$ cat src/rtl/mem_bus_arbiter_if.sv
// Signal bundle between the CPU/DBG requesters, the bus arbiter and the memory decoder.
// The slave modport is the arbiter's view; the master modport is the requester/decoder side.
interface mem_bus_arbiter_if;
    logic        cpuReq;
    logic        cpuWe;
    logic [31:0] cpuAddr;
    logic [31:0] cpuWData;
    logic [31:0] cpuRData;
    logic        cpuAck;
    logic        dbgReq;
    logic        dbgWe;
    logic [31:0] dbgAddr;
    logic [31:0] dbgWData;
    logic [31:0] dbgRData;
    logic        dbgAck;
    logic        memWriteEN;
    logic [31:0] memAddr;
    logic [31:0] memWriteData;
    logic [31:0] memReadData;
    logic [1:0]  busOwner;

    modport slave (
        input  cpuReq, cpuWe, cpuAddr, cpuWData,
        output cpuRData, cpuAck,
        input  dbgReq, dbgWe, dbgAddr, dbgWData,
        output dbgRData, dbgAck,
        output memWriteEN, memAddr, memWriteData,
        input  memReadData,
        output busOwner
    );

    modport master (
        output cpuReq, cpuWe, cpuAddr, cpuWData,
        input  cpuRData, cpuAck,
        output dbgReq, dbgWe, dbgAddr, dbgWData,
        input  dbgRData, dbgAck,
        input  memWriteEN, memAddr, memWriteData,
        output memReadData,
        input  busOwner
    );
endinterface

$ cat src/rtl/mem_bus_arbiter.sv
// Round-robin arbiter sharing the data-memory/IO bus between the MIPS core (CPU) and a
// debug/program-loader master (DBG); one request/ack handshake per transaction.
module mem_bus_arbiter #(
    parameter int unsigned ACCESS_CYCLES = 1
) (
    input logic              clk,
    input logic              reset,
    mem_bus_arbiter_if.slave bus
);
    localparam int unsigned CNT_W = 4;
    localparam logic [1:0]  OWN_NONE = 2'b00;
    localparam logic [1:0]  OWN_CPU  = 2'b01;
    localparam logic [1:0]  OWN_DBG  = 2'b10;

    typedef enum logic [1:0] {S_IDLE, S_ACCESS, S_DONE} state_t;

    state_t           r_state;
    logic [CNT_W-1:0] r_cnt;
    logic [1:0]       r_owner;
    logic             r_last_dbg;
    logic             r_we;
    logic             r_wen;
    logic [31:0]      r_addr;
    logic [31:0]      r_wdata;
    logic [31:0]      r_cpu_rdata;
    logic [31:0]      r_dbg_rdata;
    logic             r_cpu_ack;
    logic             r_dbg_ack;

    logic w_grant_cpu;
    logic w_grant_dbg;

    // On a tie the requester that did not own the bus last time wins
    assign w_grant_cpu = bus.cpuReq & (~bus.dbgReq | r_last_dbg);
    assign w_grant_dbg = bus.dbgReq & ~w_grant_cpu;

    always_ff @(posedge clk or posedge reset) begin
        if (reset) begin
            r_state     <= S_IDLE;
            r_cnt       <= '0;
            r_owner     <= OWN_NONE;
            r_last_dbg  <= 1'b1;
            r_we        <= 1'b0;
            r_wen       <= 1'b0;
            r_addr      <= '0;
            r_wdata     <= '0;
            r_cpu_rdata <= '0;
            r_dbg_rdata <= '0;
            r_cpu_ack   <= 1'b0;
            r_dbg_ack   <= 1'b0;
        end else begin
            case (r_state)
                S_IDLE: begin
                    if (w_grant_cpu || w_grant_dbg) begin
                        r_we    <= w_grant_cpu ? bus.cpuWe    : bus.dbgWe;
                        r_wen   <= w_grant_cpu ? bus.cpuWe    : bus.dbgWe;
                        r_addr  <= w_grant_cpu ? bus.cpuAddr  : bus.dbgAddr;
                        r_wdata <= w_grant_cpu ? bus.cpuWData : bus.dbgWData;
                        r_owner <= w_grant_cpu ? OWN_CPU      : OWN_DBG;
                        r_cnt   <= CNT_W'(ACCESS_CYCLES - 1);
                        r_state <= S_ACCESS;
                    end
                end
                S_ACCESS: begin
                    // Write strobe lives only in the first access cycle
                    r_wen <= 1'b0;
                    if (r_cnt == '0) begin
                        if (!r_we) begin
                            if (r_owner == OWN_CPU) r_cpu_rdata <= bus.memReadData;
                            else                    r_dbg_rdata <= bus.memReadData;
                        end
                        r_cpu_ack <= (r_owner == OWN_CPU);
                        r_dbg_ack <= (r_owner == OWN_DBG);
                        r_state   <= S_DONE;
                    end else begin
                        r_cnt <= r_cnt - CNT_W'(1);
                    end
                end
                S_DONE: begin
                    r_cpu_ack  <= 1'b0;
                    r_dbg_ack  <= 1'b0;
                    r_last_dbg <= (r_owner == OWN_DBG);
                    r_owner    <= OWN_NONE;
                    r_state    <= S_IDLE;
                end
                default: r_state <= S_IDLE;
            endcase
        end
    end

    assign bus.memWriteEN   = r_wen;
    assign bus.memAddr      = r_addr;
    assign bus.memWriteData = r_wdata;
    assign bus.busOwner     = r_owner;
    assign bus.cpuRData     = r_cpu_rdata;
    assign bus.dbgRData     = r_dbg_rdata;
    assign bus.cpuAck       = r_cpu_ack;
    assign bus.dbgAck       = r_dbg_ack;
endmodule

$ cat src/flat_wrapper.sv
// flat-port wrapper written by rule: the top's interface ports become plain ports
module mem_bus_arbiter_flat 
#(
    parameter int unsigned ACCESS_CYCLES = 1
)
  (clk, reset, bus_cpuReq, bus_cpuWe, bus_cpuAddr, bus_cpuWData, bus_cpuRData, bus_cpuAck, bus_dbgReq, bus_dbgWe, bus_dbgAddr, bus_dbgWData, bus_dbgRData, bus_dbgAck, bus_memWriteEN, bus_memAddr, bus_memWriteData, bus_memReadData, bus_busOwner);
  mem_bus_arbiter_if bus_i ();
  input logic clk;
  input logic reset;
  input wire logic [$bits(bus_i.cpuReq)-1:0] bus_cpuReq;
  input wire logic [$bits(bus_i.cpuWe)-1:0] bus_cpuWe;
  input wire logic [$bits(bus_i.cpuAddr)-1:0] bus_cpuAddr;
  input wire logic [$bits(bus_i.cpuWData)-1:0] bus_cpuWData;
  output wire logic [$bits(bus_i.cpuRData)-1:0] bus_cpuRData;
  output wire logic [$bits(bus_i.cpuAck)-1:0] bus_cpuAck;
  input wire logic [$bits(bus_i.dbgReq)-1:0] bus_dbgReq;
  input wire logic [$bits(bus_i.dbgWe)-1:0] bus_dbgWe;
  input wire logic [$bits(bus_i.dbgAddr)-1:0] bus_dbgAddr;
  input wire logic [$bits(bus_i.dbgWData)-1:0] bus_dbgWData;
  output wire logic [$bits(bus_i.dbgRData)-1:0] bus_dbgRData;
  output wire logic [$bits(bus_i.dbgAck)-1:0] bus_dbgAck;
  output wire logic [$bits(bus_i.memWriteEN)-1:0] bus_memWriteEN;
  output wire logic [$bits(bus_i.memAddr)-1:0] bus_memAddr;
  output wire logic [$bits(bus_i.memWriteData)-1:0] bus_memWriteData;
  input wire logic [$bits(bus_i.memReadData)-1:0] bus_memReadData;
  output wire logic [$bits(bus_i.busOwner)-1:0] bus_busOwner;
  assign bus_i.cpuReq = bus_cpuReq;
  assign bus_i.cpuWe = bus_cpuWe;
  assign bus_i.cpuAddr = bus_cpuAddr;
  assign bus_i.cpuWData = bus_cpuWData;
  assign bus_cpuRData = bus_i.cpuRData;
  assign bus_cpuAck = bus_i.cpuAck;
  assign bus_i.dbgReq = bus_dbgReq;
  assign bus_i.dbgWe = bus_dbgWe;
  assign bus_i.dbgAddr = bus_dbgAddr;
  assign bus_i.dbgWData = bus_dbgWData;
  assign bus_dbgRData = bus_i.dbgRData;
  assign bus_dbgAck = bus_i.dbgAck;
  assign bus_memWriteEN = bus_i.memWriteEN;
  assign bus_memAddr = bus_i.memAddr;
  assign bus_memWriteData = bus_i.memWriteData;
  assign bus_i.memReadData = bus_memReadData;
  assign bus_busOwner = bus_i.busOwner;
  mem_bus_arbiter #(.ACCESS_CYCLES(ACCESS_CYCLES)) u_core (.clk(clk), .reset(reset), .bus(bus_i));
endmodule
$ cat config.mk
export PLATFORM = sky130hd
export DESIGN_NAME = mem_bus_arbiter_flat
export DESIGN_NICKNAME = d
export VERILOG_FILES = /design/src/rtl/mem_bus_arbiter_if.sv /design/src/rtl/mem_bus_arbiter.sv /design/src/flat_wrapper.sv
export SDC_FILE = /design/constraint.sdc
export NUM_CORES = 1
export LEC_CHECK = 0
export BUFFER_PORTS_ARGS = -buffer_cell sky130_fd_sc_hd__buf_2
export CAP_MARGIN = 20
export CORE_AREA = 5 5 123 125
export CTS_CLUSTER_SIZE = 28
export DETAILED_ROUTE_END_ITERATION = 10
export DIE_AREA = 0 0 128 130
export PLACE_DENSITY = 0.79
export REMOVE_ABC_BUFFERS = 1
export SLEW_MARGIN = 20
export SYNTH_ARGS = -nofsm -noshare
export SYNTH_HDL_FRONTEND = slang
export SYNTH_SLANG_ARGS = --single-unit
$ cat constraint.sdc
create_clock -name clk -period 5.6 [get_ports clk]
set_input_delay 1.12 -clock clk [delete_from_list [all_inputs] [get_ports clk]]
set_output_delay 1.12 -clock clk [all_outputs]
set_load 0.05 [all_outputs]
==> impl_metrics.json <==
{
  "placementRows": 43,
  "worstHoldPathType": "flop to flop",
  "grt_max_degree": 98,
  "post-synth-top-count-cell": "dfrtp_1",
  "core-area_um2": 13800,
  "tightest_slew_ps": 977,
  "ff_latch_area_um2": 3530,
  "seq_area_frac_synth_pct": 55.4,
  "timing.fmax_ghz": 0.365,
  "final_cell_area_um2": 8480,
  "post-cts-setup-buffer-count": 0,
  "slowest_delay_ps": 560,
  "htree_levels": 4,
  "worstSetupPathType": "input pin to flop",
  "grt_pass1_vias": 5868,
  "clockRootBuffer": "clkbuf_16",
  "ys_warn_count": 0,
  "drtPass1Iterations": 5,
  "synth_area_um2": 6370,
  "crit_slowest_cell": "buf_4",
  "rr_startpoint": "u_core.r_state[0]$_DFFE_PP0P_",
  "crit_path_start": "bus_cpuReq",
  "syn_to_final_growth_pct": 33.2,
  "wirelength_um": 19700,
  "cts_tree": "built",
  "nets": 1013,
  "hp-start": "u_core.bus.dbgRData[16]$_DFFE_PP0P_",
  "synth_edf_count": 0,
  "synth_area_leaders": "dfrtp_1 55%, mux2_4 7.1%, a31oi_1 6.4%",
  "overflow": 0,
  "initial_core_util_pct": 46.2,
  "synth_top_area_share_pct": 55.0,
  "synth_commonest_cells": "140 x dfrtp_1, 71 x o21ai_0, 68 x nand3_1",
  "vias": 5827,
  "cts_buffer_depth": 2,
  "fill_cells": 1184,
  "wire_per_inst_um": 18.9,
  "layout_setup_ws_ps": 2860,
  "cts.clk_slew.worst_paths_ps": 70,
  "dp_slack_ps": 2500,
  "finClkSkew_ps": 8.97,
  "die_h_um": 130,
  "clock_latency_ps": 420,
  "via_per_inst": 5.61,
  "dieArea_um2": 16600,
  "p_per_area_nw_per_um2": 756,
  "drv_slew": 0,
  "holdBufCountCts": 0,
  "synth_top_area_cell": "dfrtp_1",
  "synth_ff_type": "dfrtp_1",
  "post_dp_cell_area_um2": 7910,
  "avgSynthCellArea_um2": 11.0,
  "antenna_cells": 0,
  "dp_hpwl_um": 13800,
  "async_flop_share_pct": 100,
  "ios": 299,
  "dr.first_iter.drc_count": 344,
  "r2r_slack_ps": 3240,
  "routabilityCongestion": 0.843,
  "synthCells": 577,
  "status": "complete, no violations",
  "antenna_found_initial": 0,
  "r2r_cells": 4,
  "cp.required_ps": 5930,
  "crit_path_max_fanout": 68,
  "crit_path_frequent_cell": "buf_4",
  "peakVddDrop_mv": 0.423,
  "portBuffers": 298,
  "grt_pass1_wl_um": 30600,
  "clkSinkCount": 141,
  "rsz0062_at_grt": "false",
  "tns_ps": 0,
  "numCtsBuffers": 17,
  "start_kind": "input pin",
  "path_cells": "buf_2 > buf_4 > or2_2 > buf_4 > a21oi_1 > a31oi_1",
  "p_leak_nw": 4.05,
  "grt_usage_pct": 23.2,
  "multi_input_area_um2": 2560,
  "synth_cell_types": 33,
  "cts_resized": 0,
  "setup_viol": 0,
  "hold_viol_final": 0,
  "cp.arrival_ps": 3080,
  "fin_crit_sh_pct": 49.0,
  "die_w_um": 128,
  "worst_setup_path_end_kind": "flop",
  "yosys_register_bits": 141,
  "finalCriticalPeriod_ps": 2740,
  "drive_gt1_share_pct": 47.8,
  "postRouteAntennaNets": 0,
  "cap_violations": 0,
  "holdWs_ps": 492,
  "critPathCapture": "u_core.bus.memWriteData[6]$_DFFE_PP0P_",
  "drc": 0,
  "relSlewSlack_pct": 34.7,
  "reg2reg_to": "u_core.bus.memWriteData[6]$_DFFE_PP0P_"
}
## sequential cells by signal (all words and copies together), names as in the netlist
name                     cells
u_core.bus.cpuRData         32
u_core.bus.dbgRData         32
u_core.bus.memAddr          32
u_core.bus.memWriteData     32
u_core.r_cnt                 4
u_core.bus.busOwner          2
u_core.r_state               2
u_core.bus.cpuAck            1
u_core.bus.dbgAck            1
u_core.bus.memWriteEN        1
u_core.r_last_dbg            1
u_core.r_we                  1
## cell families (layout without fill, tap and decap cells)
logic type	count (synthesis)	in the layout	share of synthesized area, %
AOI/OAI and AO/OA	206	206	17.7
DFF	141	141	55.4
and+or+nand+nor	98	98	8.19
muxes	68	68	13.7
buffers and inverters	63	345	4.77
adders and majority gates	1	1	0.196
## worst max-delay path, delay by kind of cell
| kind | cells | cell delay, ps |
|---|---|---|
| AOI/OAI and AO/OA | 2 | 380 |
| and+or+nand+nor | 1 | 300 |
| buffers and inverters | 3 | 1200 |
## final cells by class
type	count	area share, %
Sequential cell	141	41.6
Multi-Input combinational cell	373	30.2
Timing Repair Buffer	308	18.5
Clock buffer	17	5.02
Tap cell	180	2.66
Clock inverter	15	1.78
Inverter	5	0.280
## worst min-delay path by stage
stage,end,depth (start not counted)
2_1_floorplan,u_core.r_cnt[0]$_DFFE_PP0P_,1
3_3_place_gp,u_core.bus.dbgRData[29]$_DFFE_PP0P_,1
3_5_place_dp,u_core.bus.dbgRData[17]$_DFFE_PP0P_,1
4_1_cts,u_core.bus.dbgRData[16]$_DFFE_PP0P_,1
5_1_grt,u_core.bus.dbgRData[17]$_DFFE_PP0P_,1
6_report,u_core.bus.dbgRData[16]$_DFFE_PP0P_,1
## routing by layer
| layer | GRT usage, % | share of wire (%) | wire [um] |
|---|---|---|---|
| met5 | 0 | 0 | 0 |
| met4 | 9.11 | 2.7 | 526 |
| met3 | 7.25 | 11 | 2140 |
| met2 | 37.8 | 47 | 9340 |
| met1 | 29.2 | 39 | 7680 |
## where the power goes
part	leakage (nW)	switching, mW	internal, mW	total [mW]
registers	1.63	0.281	1.53	1.81
clock network	0.268	0.478	0.626	1.10
logic	2.15	2.60	0.900	3.50
## stage by stage
stage / utilization, % / total power, mW / std cells
after floorplan: - / 4.41 / 519
after global placement: 57.4 / 5.27 / 1007
after detailed placement: 57.4 / 5.34 / 1007
after CTS: 61.6 / 6.46 / 1039
after global routing: 61.6 / 6.71 / 1039
final: 61.6 / 6.42 / 1039
## placed cells by master (no fill, tap or decap), types with 8 or more instances in the layout
master and instances:
nand3_1 68, buf_2 298, dfrtp_1 140, o21ai_0 71, mux2_2 28, clkbuf_16 17
a31oi_1 65, a21oi_1 66, inv_6 8, mux2_4 30, buf_4 10
Note: power is estimated with default switching activity, not from simulation.
